<file path="src/rtl/run_ctrl_pkg.sv">
// ---------------------------------------------------------------------------
// run_ctrl_pkg : state encoding and default constants for the run controller
// Rev 1.0
// ---------------------------------------------------------------------------
`default_nettype none

package run_ctrl_pkg;

  typedef enum logic [2:0] {
    ST_IDLE     = 3'd0,
    ST_CORE_RST = 3'd1,
    ST_RUN      = 3'd2,
    ST_DONE     = 3'd3,
    ST_TIMEOUT  = 3'd4
  } state_e;

  localparam logic [7:0]  DONE_PC_DEF    = 8'hFF;
  localparam logic [15:0] MAX_CYCLES_DEF = 16'hFFFF;
  localparam int unsigned RST_CYCLES_DEF = 2;

endpackage

`default_nettype wire

</file>
<file path="src/rtl/cycle_cnt.sv">
// ---------------------------------------------------------------------------
// cycle_cnt : saturating up-counter with clear, increment and hold
// Rev 1.0
// ---------------------------------------------------------------------------
`default_nettype none

module cycle_cnt #(
  parameter int unsigned WIDTH = 16
) (
  input  logic             clk,
  input  logic             rst,
  input  logic             clr,
  input  logic             inc,
  output logic [WIDTH-1:0] cnt
);

  localparam logic [WIDTH-1:0] CNT_MAX = {WIDTH{1'b1}};

  logic [WIDTH-1:0] cnt_q;
  logic [WIDTH-1:0] cnt_d;

  always_comb begin
    cnt_d = cnt_q;
    if (clr) begin
      cnt_d = '0;
    end else if (inc && (cnt_q != CNT_MAX)) begin
      cnt_d = cnt_q + 1'b1;
    end
  end

  always_ff @(posedge clk) begin
    if (!rst) begin
      cnt_q <= '0;
    end else begin
      cnt_q <= cnt_d;
    end
  end

  assign cnt = cnt_q;

endmodule

`default_nettype wire

</file>
<file path="src/rtl/run_ctrl.sv">
// ---------------------------------------------------------------------------
// run_ctrl : sequences core reset, run, completion and timeout of a program
// Rev 1.0
// ---------------------------------------------------------------------------
`default_nettype none

module run_ctrl
  import run_ctrl_pkg::*;
#(
  parameter logic [7:0]  DONE_PC    = DONE_PC_DEF,
  parameter logic [15:0] MAX_CYCLES = MAX_CYCLES_DEF,
  parameter int unsigned RST_CYCLES = RST_CYCLES_DEF
) (
  input  logic        clk,
  input  logic        rst,
  input  logic        start,
  input  logic [7:0]  pc,
  output logic        core_rst,
  output logic        busy,
  output logic        done,
  output logic        timeout,
  output logic [15:0] cycles
);

  localparam logic [3:0] HOLD_LOAD = 4'(RST_CYCLES);

  state_e     state_q, state_d;
  logic       start_q;
  logic [3:0] hold_q, hold_d;
  logic       start_edge;
  logic       cnt_clr;
  logic       cnt_inc;

  assign start_edge = start & ~start_q;

  always_ff @(posedge clk) begin
    if (!rst) begin
      state_q <= ST_IDLE;
      start_q <= 1'b0;
      hold_q  <= 4'd0;
    end else begin
      state_q <= state_d;
      start_q <= start;
      hold_q  <= hold_d;
    end
  end

  // Dropping start aborts only an active run; finished results stay latched.
  always_comb begin
    state_d = state_q;
    hold_d  = hold_q;
    cnt_clr = 1'b0;
    cnt_inc = 1'b0;
    case (state_q)
      ST_IDLE, ST_DONE, ST_TIMEOUT: begin
        if (start_edge) begin
          state_d = ST_CORE_RST;
          hold_d  = HOLD_LOAD;
          cnt_clr = 1'b1;
        end
      end
      ST_CORE_RST: begin
        if (!start) begin
          state_d = ST_IDLE;
          hold_d  = 4'd0;
        end else begin
          hold_d = hold_q - 1'b1;
          if (hold_q == 4'd1) begin
            state_d = ST_RUN;
          end
        end
      end
      ST_RUN: begin
        if (!start) begin
          state_d = ST_IDLE;
        end else if (pc == DONE_PC) begin
          state_d = ST_DONE;
          cnt_inc = 1'b1;
        end else if (cycles == MAX_CYCLES) begin
          state_d = ST_TIMEOUT;
        end else begin
          cnt_inc = 1'b1;
        end
      end
      default: begin
        state_d = ST_IDLE;
        hold_d  = 4'd0;
      end
    endcase
  end

  always_comb begin
    core_rst = (state_q != ST_RUN);
    busy     = (state_q == ST_CORE_RST) || (state_q == ST_RUN);
    done     = (state_q == ST_DONE);
    timeout  = (state_q == ST_TIMEOUT);
  end

  cycle_cnt #(
    .WIDTH (16)
  ) u_cycle_cnt (
    .clk (clk),
    .rst (rst),
    .clr (cnt_clr),
    .inc (cnt_inc),
    .cnt (cycles)
  );

endmodule

`default_nettype wire

</file>
<file path="config.mk">
export PLATFORM = sky130hd
export DESIGN_NAME = run_ctrl
export DESIGN_NICKNAME = d
export VERILOG_FILES = /design/src/rtl/run_ctrl_pkg.sv /design/src/rtl/cycle_cnt.sv /design/src/rtl/run_ctrl.sv
export SDC_FILE = /design/constraint.sdc
export NUM_CORES = 1
export LEC_CHECK = 0
export CELL_PAD_IN_SITES_DETAIL_PLACEMENT = 1
export CELL_PAD_IN_SITES_GLOBAL_PLACEMENT = 2
export CORE_UTILIZATION = 33
export DETAILED_ROUTE_END_ITERATION = 10
export PLACE_DENSITY_LB_ADDON = 0.1
export SETUP_SLACK_MARGIN = 0.1
export SLEW_MARGIN = 20
export SYNTH_ARGS = -nofsm -noshare
export SYNTH_HDL_FRONTEND = slang
export SYNTH_HIERARCHICAL = 1
export SYNTH_SLANG_ARGS = --single-unit
</file>
<file path="constraint.sdc">
create_clock -name clk -period 3.6 [get_ports clk]
set_input_delay 0.36 -clock clk [delete_from_list [all_inputs] [get_ports clk]]
set_output_delay 0.36 -clock clk [all_outputs]
set_load 0.02 [all_outputs]
</file>
# After elaboration in Yosys (flattened, before gate mapping)
# Cells that the tools add are included.
# word_totals
ff_bits	24
input_bits	11
word_cells	45
output_inout_bits	20
# op_classes
add_sub_neg	2
n_bitwise	4
n_eq_ne	12
n_reduce_logical	7
mux	16
# op_table
cell	n
two-way mux 3 bit	6
adder 16 x 1 -> 16 bit, second input constant	1
== test 16 bit, second input constant	1
inequality test 16 bit, second input constant	1
case mux 4 bit (3 select lines)	1
case mux 3 bit (3 select lines)	1
== test 8 bit, second input constant	1
two-way mux 4 bit	2
== test 3 x 2 -> 1 bit, second input constant	2
two-way mux 1 bit	6
== test 4 x 1 -> 1 bit, second input constant	1
inequality test 4 bit, second input constant	1
subtractor 4 x 1 -> 4 bit, second input constant	1
== test 3 x 1 -> 1 bit, second input constant	1
== test 3 bit, second input constant	1
logical NOT 3 bit	1
inequality test 3 x 2 -> 1 bit, second input constant	1
inequality test 3 bit, second input constant	1
NOT 1 bit	3
AND reduction 3 bit	1
OR reduction 3 bit	1
inequality test 2 bit, second input constant	1
AND reduction 2 bit	1
OR reduction 2 bit	1
other kinds (3)	3

# Logic depth before layout (Yosys ltp)
# Gate-level depths: netlist (run 1).
# depth
depth_word	6
ltp_mapped	7
ltp_nobuf	7

# Modules after synthesis
# The synthesis (run 1) kept the hierarchy.
# modules_own_cells
mod	instances	seq_area_each_um2	area_per_inst_um2	cells_per_inst
cycle_cnt	1	320.3	864.6	91
run_ctrl	1	160.2	608.1	70

# Least setup slack after synthesis (run 1)
# Ideal clock, no wire load.
# synth_timing
path_type	input port to flip-flop
start	input pc[6]
end	register u_cycle_cnt.cnt_q[13], in the netlist u_cycle_cnt/cnt[13]
setup_slack_ps	1411
cell_stages	7
setup_ps	71
required_ps	3529
arrival_time_ps	2118
n_path_buf	0
cell_sequence	nand4_1 -> or2_2 -> a21oi_1 -> and4_2 -> nand3_4 -> or4_1 -> a21oi_1
# synth_between
elab_chain_cells	5
# synth_rtl
item	line_no	source
start, declared	run_ctrl.sv:17	input logic [7:0] pc,
== test 8 bit	run_ctrl.sv:76	end else if (pc == DONE_PC) begin
two-way mux 1 bit	run_ctrl.sv:76	
two-way mux 1 bit	run_ctrl.sv:74	if (!start) begin
two-way mux 1 bit	run_ctrl.sv:54	case (state_q)
net cnt_inc	run_ctrl.sv:32	logic cnt_inc;
logical AND 1 bit	cycle_cnt.sv:26	end else if (inc && (cnt_q != CNT_MAX)) begin
end signal, assigned	cycle_cnt.sv:35	cnt_q <= cnt_d;
end, declared	cycle_cnt.sv:19	logic [WIDTH-1:0] cnt_q;
# The timed path passes the listed nets, and every way through them passes these cells.
# A chain may end at the register's enable or synchronous reset.

# Worst setup path in the final report (run 1)
# layout_timing
start	input pc[6]
end	register u_cycle_cnt.cnt_q[9], in the netlist u_cycle_cnt/cnt[9]
# The elaborated chain is that of the path after synthesis.

==> results.cfg, run 1 <==
[outcome]
outcome = complete, no violations

[clock_network]
post_cts.repair.setup_buffers = 0
cts_tree = yes
cts-htree-levels = 1
numCtsBuffers = 3
clk_latency_ns = 0.27
cts_hold_buf = 0
post_cts_resized = 0
cts_max_path_buffers = 2
cts_root_buf = clkbuf_8
cts_sinks = 24
clk_pin_slew_worst_paths_ns = 0.08

[timing]
tightest_slew_ns = 0.535
relSlewSlack = 0.643
setup_viol = 0
rsz0062_at_grt = no
max_freq_mhz = 385
period_minus_slack_ns = 2.60
finalWorstSetupSlack_ns = 1.00
finalHoldViolCount = 0
tns_ns = 0
maxSlewViolCount = 0
fin_crit_sh = 0.722
fin_skew_ns = 0.00252

[floorplanning]
start_util = 0.355
fp.dieW_um = 68.8
core_area_mm2 = 0.00414
die_y_um = 68.8
row_count = 23
io_pins = 31
die-area_mm2 = 0.00473

[worst_setup_path]
path_buf_inv = 1
crit_required_ns = 3.79
crit_top_cell = a21oi_1
crit_slowest_cell = clkdlybuf4s50_1
cp_cell_sequence = clkdlybuf4s50_1 > nand4_1 > or2_2 > a21oi_1 > and4_2 > nand3_4 > or4_1 > a21oi_1
crit_type = input port to register
cpPeakStageDelay_ns = 0.46
arrival_ns = 2.79
cp-end-kind = register
reg2reg_setup_slack_ns = 1.31
rr_worst_depth = 6
r2r_end = u_cycle_cnt/cnt[9]
r2r_start = state_q[1]
critPathTopFamily = simple AND/OR/NAND/NOR gates
start_kind = input port
critPathMaxFanout = 9
startpoint = pc[6]

[placed_design]
place_area_mm2 = 0.00181
hpwlAfterDp_um = 3120
port_buffers = 30
gp_congestion = 0.748
dp.cells = 238
dp_slack_ns = 0.700

[global_route]
grt_pass1_wl_um = 6710
grt_max_degree = 13
overflow = 0
grt_pass1_vias = 1415
antenna_found_initial = 0
track_usage = 0.195

[final_layout]
layout_common_cells = clkdlybuf4s50_1, dfxtp_1, nor2_1
drive_gt1_frac = 0.110
layout.cells.non_filler = 241
final_common_cell = clkdlybuf4s50_1
final_area_mm2 = 0.00185
antenna_cells = 0
area_growth_pct = 25.7
nets = 207

[detailed_routing]
first_iter_violations = 59
avgRoutedWirePerCell_um = 17.0
drt_wl_total_um = 4100
viasPerCell = 5.65
drc = 0
final_antenna_net_count = 0
first_pass_iters = 3
vias = 1361

[logic_synthesis]
syn_area_mm2 = 0.00147
synthesis.nets = 175
ys_types = 57
synth_edf_count = 0
synth_warnings = 6
syn-mean-instance-area_um2 = 9.15
ys_seq_area_frac = 0.326
synth_cells = 161
synth_seq_cells = 24
synth-main-ff-cell = dfxtp_1
ys_async_sr_fraction = 0

[flow_run]
cap_violations = 0

[pwr]
vdd_drop_max_mv = 0.191
p_leak_uw = 0.000622
power.density_mw_per_mm2 = 417

[min_path]
holdPathEnd = hold_q[3]
worstHoldPathCells = 1
hp-class = register to register
hp-start = hold_q[3]
## power by group
group	switching, µW	internal [µW]	leakage (µW)
Sequential	40.3	290	0.000195
Clock	84.7	75.0	0.0000216
Combinational	148	134	0.000405
## metal layers
layer  track usage  up-vias  wire length, µm
li1              -      684                -
met1         0.250      646             2030
met2         0.328       26             1870
met3        0.0395        5              145
met4        0.0612        0               44
met5             0        -                0
## state kept, by name, indices dropped and copies added (netlist names)
register         count
hold_q               4
u_cycle_cnt/cnt     16
start_q              1
state_q              3
## final cells by class
cell class / count / area (µm²)
clock buffers: 3 / 41.3
inverters: 9 / 33.8
repair buffers: 30 / 300
flip-flops and latches: 24 / 480
well taps: 50 / 62.6
multi-input cells: 125 / 932
fillers: 509 / 2290
## logic make-up after synthesis
| kind of cell | synth area share |
|---|---|
| compound gates | 0.234 |
| xor+xnor | 0.0297 |
| fa+ha+maj | 0.0255 |
| simple gates | 0.331 |
| flops | 0.326 |
| buf+inv | 0.0408 |
| mux | 0.0136 |
## Yosys cell counts (2+ instances only)
library cell / number / area share
nor2_1: 16 / 0.041
nand2_1: 7 / 0.018
nand4_4: 2 / 0.029
nor4_1: 4 / 0.017
nand2b_1: 6 / 0.025
or4_1: 2 / 0.010
or3_1: 2 / 0.0085
buf_6: 2 / 0.015
dfxtp_1: 24 / 0.33
o21ai_2: 2 / 0.012
xor2_1: 3 / 0.018
nor3_1: 3 / 0.010
o31ai_1: 2 / 0.010
mux2i_1: 2 / 0.014
ha_1: 3 / 0.025
o21ai_0: 5 / 0.017
and2_1: 3 / 0.013
inv_1: 9 / 0.023
nand4_1: 8 / 0.034
and4_2: 2 / 0.014
o41ai_1: 2 / 0.012
o311ai_0: 2 / 0.012
xnor2_1: 2 / 0.012
a311oi_1: 2 / 0.012
a21oi_1: 9 / 0.031
nand3_1: 6 / 0.020
## how the worst max path moves through the flow
stage                                to  slack (ns)  cells after the start
finish               u_cycle_cnt/cnt[9]         1.0                      8
global route        u_cycle_cnt/cnt[11]        0.84                      8
CTS                  u_cycle_cnt/cnt[9]        0.98                      8
detailed placement   u_cycle_cnt/cnt[9]        0.70                      8
global placement    u_cycle_cnt/cnt[13]        0.80                      8
floorplan           u_cycle_cnt/cnt[13]        1.41                      7
## stage by stage
step | utilization | total power [µW] | hold slack (ns)
detailed placement | 0.437 | 622 | 0.463
global placement | 0.437 | 605 | 0.459
finish | 0.447 | 772 | 0.477
CTS | 0.447 | 788 | 0.480
floorplan | - | 543 | 0.440
global route | 0.447 | 836 | 0.506
## worst reg2reg max path: stages, from the launching register on
cell       delay [ns]
dfxtp_1          0.56
nand4bb_1        0.22
a21oi_1          0.34
and4_2           0.37
nand3_4          0.14
or4_1            0.44
a21oi_1          0.15
Power figures use the tool's default switching activity.
==> run 2, diff against run 1 <==
- CORE_UTILIZATION: 33 -> 30
- clock period: 3.6 -> 2.44 ns (I/O delays scaled with it)
==> results.cfg, run 2 (synthesis results as in run 1) <==
[detailed_routing]
viasPerCell = 5.21
avgRoutedWirePerCell_um = 15.3
first_pass_iters = 7
drt_wl_total_um = 4170
first_iter_violations = 63
drc = 2
final_antenna_net_count = 0
vias = 1421

[floorplanning]
core_area_mm2 = 0.00472
die-area_mm2 = 0.00519
start_util = 0.312
io_pins = 31
die_y_um = 72.1
row_count = 25
fp.dieW_um = 72.1

[timing]
timing.hold.ws_ns = 0.489
fin_skew_ns = 0.00378
setup_viol = 0
period_minus_slack_ns = 2.21
relSlewSlack = 0.608
max_freq_mhz = 453
finalWorstSetupSlack_ns = 0.232
fin_crit_sh = 0.905
rsz0062_at_grt = no
maxSlewViolCount = 0
tightest_slew_ns = 0.587
finalHoldViolCount = 0

[clock_network]
cts_max_path_buffers = 2
cts_tree = yes
cts_hold_buf = 0
post_cts.repair.setup_buffers = 0
numCtsBuffers = 3
post_cts_resized = 0
cts_sinks = 24
cts_root_buf = clkbuf_8
cts-htree-levels = 1
clk_latency_ns = 0.26
clk_pin_slew_worst_paths_ns = 0.09

[placed_design]
hpwlAfterDp_um = 3270
dp_slack_ns = -0.0313
port_buffers = 30
dp.cells = 270
gp_congestion = 0.849

[outcome]
outcome = complete, but fails checks
violations = design-rule violations

[final_layout]
antenna_cells = 0
layout_common_cells = clkdlybuf4s50_1, dfxtp_1, nor2_1
largest_reg_flops = 16
finish.utilization = 0.420
drive_gt1_frac = 0.175
final_common_cell = clkdlybuf4s50_1
layout.cells.non_filler = 273
nets = 222
area_growth_pct = 34.7

[global_route]
track_usage = 0.177
grt_pass1_wl_um = 7290
grt_max_degree = 13
globalRouteMet1Util = 0.239
grt.busiest_layer = met2
grt_pass1_vias = 1537
overflow = 0
use_met3 = 0.0375
grtUsageMet2 = 0.287
antenna_found_initial = 0

[pwr]
p_leak_uw = 0.000697
vdd_drop_max_mv = 0.270
power_uw = 1160
power.density_mw_per_mm2 = 586

[min_path]
hp-class = register to register

[worst_setup_path]
crit_required_ns = 2.63
critPathMaxFanout = 8
start_kind = input port
crit_type = input port to register
arrival_ns = 2.40
cp-end-kind = register

[flow_run]
cap_violations = 0
[run 2: cell count changes in the layout (fill, tap and decap cells not counted)]
cell   previous run  this run
buf_4             0        15
[run 2: metal layers]
| metal | up-vias | routed length, µm |
|---|---|---|
| li1 | 711 | - |
| met1 | 678 | 2100 |
| met2 | 26 | 1870 |
| met3 | 6 | 136 |
| met4 | 0 | 57 |
| met5 | - | 0 |
[run 2: stage by stage]
stage | area [µm²] | TNS (ns)
2_1_floorplan | 1470 | 0
3_3_place_gp | 1940 | 0
3_5_place_dp | 1940 | -0.0511
4_1_cts | 1980 | 0
5_1_grt | 1980 | 0
6_report | 1980 | 0
[run 2: final cells by class]
cell class | instances | area, µm²
fill | 540 | 2740
multi-input combinational | 125 | 932
sequential | 24 | 480
timing repair buffer | 45 | 413
tap | 67 | 83.8
clock buffer | 3 | 41.3
inverter | 9 | 33.8
[run 2: path summary, 6_finish.rpt]
kind                      start                  end  slack, ns  cells after the start
min                   hold_q[3]            hold_q[3]       0.49                      1
max                       pc[7]   u_cycle_cnt/cnt[9]       0.23                      8
max reg2reg  u_cycle_cnt/cnt[9]  u_cycle_cnt/cnt[10]       0.29                      8
min reg2reg           hold_q[3]            hold_q[3]       0.49                      1
[run 2: worst max-delay path, cell delays in order]
cell and delay, ns:
clkdlybuf4s50_1 0.46, nand4_1 0.11, or2_2 0.33, a21oi_1 0.24, and4_2 0.32, nand3_4 0.13
or4_1 0.41, a21oi_1 0.16
[run 2: report_power, final]
part	internal (µW)	leakage, µW	switching, µW
Sequential	428	0.000195	41.0
Clock	110	0.0000216	125
Combinational	217	0.000481	241
Total	755	0.000697	407
==> run 3, diff against run 2 <==
- GPL_TIMING_DRIVEN: unset -> 0
==> results.cfg, run 3 (synthesis results as in run 1) <==
[pwr]
p_leak_uw = 0.000675
vdd_drop_max_mv = 0.317
power.density_mw_per_mm2 = 623
power_uw = 1220

[worst_setup_path]
crit_required_ns = 2.61
r2r_start = u_cycle_cnt/cnt[10]
start_kind = input port
critPathMaxFanout = 6
arrival_ns = 2.37
critPathTopFamily = compound AO/OA/AOI/OAI gates
cp_cell_sequence = clkdlybuf4s50_1 > nand4_1 > or2_2 > a21oi_4 > and4_2 > o311ai_2 > o31a_1 > o21a_1
path_buf_inv = 1
crit_type = input port to register
reg2reg_setup_slack_ns = 0.37
r2r_end = u_cycle_cnt/cnt[12]
cpPeakStageDelay_ns = 0.46
cp-end-kind = register
rr_worst_depth = 6
crit_slowest_cell = clkdlybuf4s50_1

[timing]
rsz0062_at_grt = no
max_freq_mhz = 454
fin_crit_sh = 0.903
fin_skew_ns = 0.00325
setup_viol = 0
period_minus_slack_ns = 2.20
maxSlewViolCount = 0
finalHoldViolCount = 0
tightest_slew_ns = 0.594
relSlewSlack = 0.602
tns_ns = 0

[flow_run]
cap_violations = 0

[detailed_routing]
viasPerCell = 5.30
first_iter_violations = 78
avgRoutedWirePerCell_um = 15.7
final_antenna_net_count = 0
drc = 2
vias = 1405
first_pass_iters = 9
drt_wl_total_um = 4160

[floorplanning]
die-area_mm2 = 0.00519
fp.dieW_um = 72.1
start_util = 0.312
core_area_mm2 = 0.00472
row_count = 25
io_pins = 31
die_y_um = 72.1

[outcome]
outcome = complete, but fails checks
violations = design-rule violations

[final_layout]
largest_reg_flops = 16
drive_gt1_frac = 0.141
area_growth_pct = 32.8
final_common_cell = clkdlybuf4s50_1
antenna_cells = 0
nets = 213
final_area_mm2 = 0.00196
layout_common_cells = clkdlybuf4s50_1, dfxtp_1, nor2_1

[global_route]
grt_max_degree = 14
antenna_found_initial = 0
track_usage = 0.171
grt_pass1_wl_um = 6910
overflow = 0
grt_pass1_vias = 1440

[clock_network]
clk_latency_ns = 0.27
clk_pin_slew_worst_paths_ns = 0.09
cts_max_path_buffers = 2
cts-htree-levels = 1
numCtsBuffers = 3
cts_root_buf = clkbuf_8
cts_sinks = 24
cts_tree = yes

[placed_design]
place_area_mm2 = 0.00186
port_buffers = 30
gp_congestion = 0.752
hpwlAfterDp_um = 3150

[min_path]
hp-start = hold_q[3]
hp-class = register to register
holdPathEnd = hold_q[3]
worstHoldPathCells = 1
-- run 3: cell types whose count changed in the layout (fill, tap and decap cells not counted), sizes merged --
cell / change
buf: -10
clkbuf: +2
-- run 3: worst max-delay path by stage --
stage,from,to,slack (ns),cells after the start
2_1_floorplan,pc[6],u_cycle_cnt/cnt[13],0.37,7
3_3_place_gp,pc[6],u_cycle_cnt/cnt[13],-0.34,8
3_5_place_dp,pc[6],u_cycle_cnt/cnt[9],-0.41,8
4_1_cts,pc[4],u_cycle_cnt/cnt[9],0.18,8
5_1_grt,pc[4],u_cycle_cnt/cnt[9],0.14,8
6_report,pc[4],u_cycle_cnt/cnt[14],0.24,8
-- run 3: through the flow --
stage	hold slack [ns]	instances	utilization	worst slack [ns]
global route	0.522	265	0.414	0.137
global placement	0.460	258	0.393	-0.338
CTS	0.501	264	0.411	0.181
finish	0.496	265	0.414	0.238
detailed placement	0.484	258	0.393	-0.413
floorplan	0.379	161	-	0.367
-- run 3: where the power goes --
part,leakage [µW],internal (µW),switching [µW],total [µW]
sequential,0.000195,428,29.1,457
combinational,0.000451,228,255,483
clock,0.0000288,144,133,277
total,0.000675,800,418,1220
-- run 3: area by class of cell --
| cell class | instances | area, µm² |
|---|---|---|
| Inverter | 9 | 33.8 |
| Tap cell | 67 | 83.8 |
| Multi-Input combinational cell | 125 | 953 |
| Sequential cell | 24 | 480 |
| Buffer | 3 | 26.3 |
| Timing Repair Buffer | 33 | 323 |
| Clock buffer | 4 | 55.1 |
| Fill cell | 563 | 2770 |
-- run 3: per-layer routing --
layer,wire [µm],up-vias,track usage
li1,-,694,-
met2,1960,32,0.285
met1,2050,677,0.231
met5,0,-,0
met4,25,0,0.0479
met3,128,2,0.0236
-- run 3: timing repair --
item | CTS | global route
endpoints found under the setup margin | 7 | 3
gates resized for setup | 3 | 1
buffers inserted | 2 | 1
hold buffers | 0 | 0
pin swaps | 2 | 0
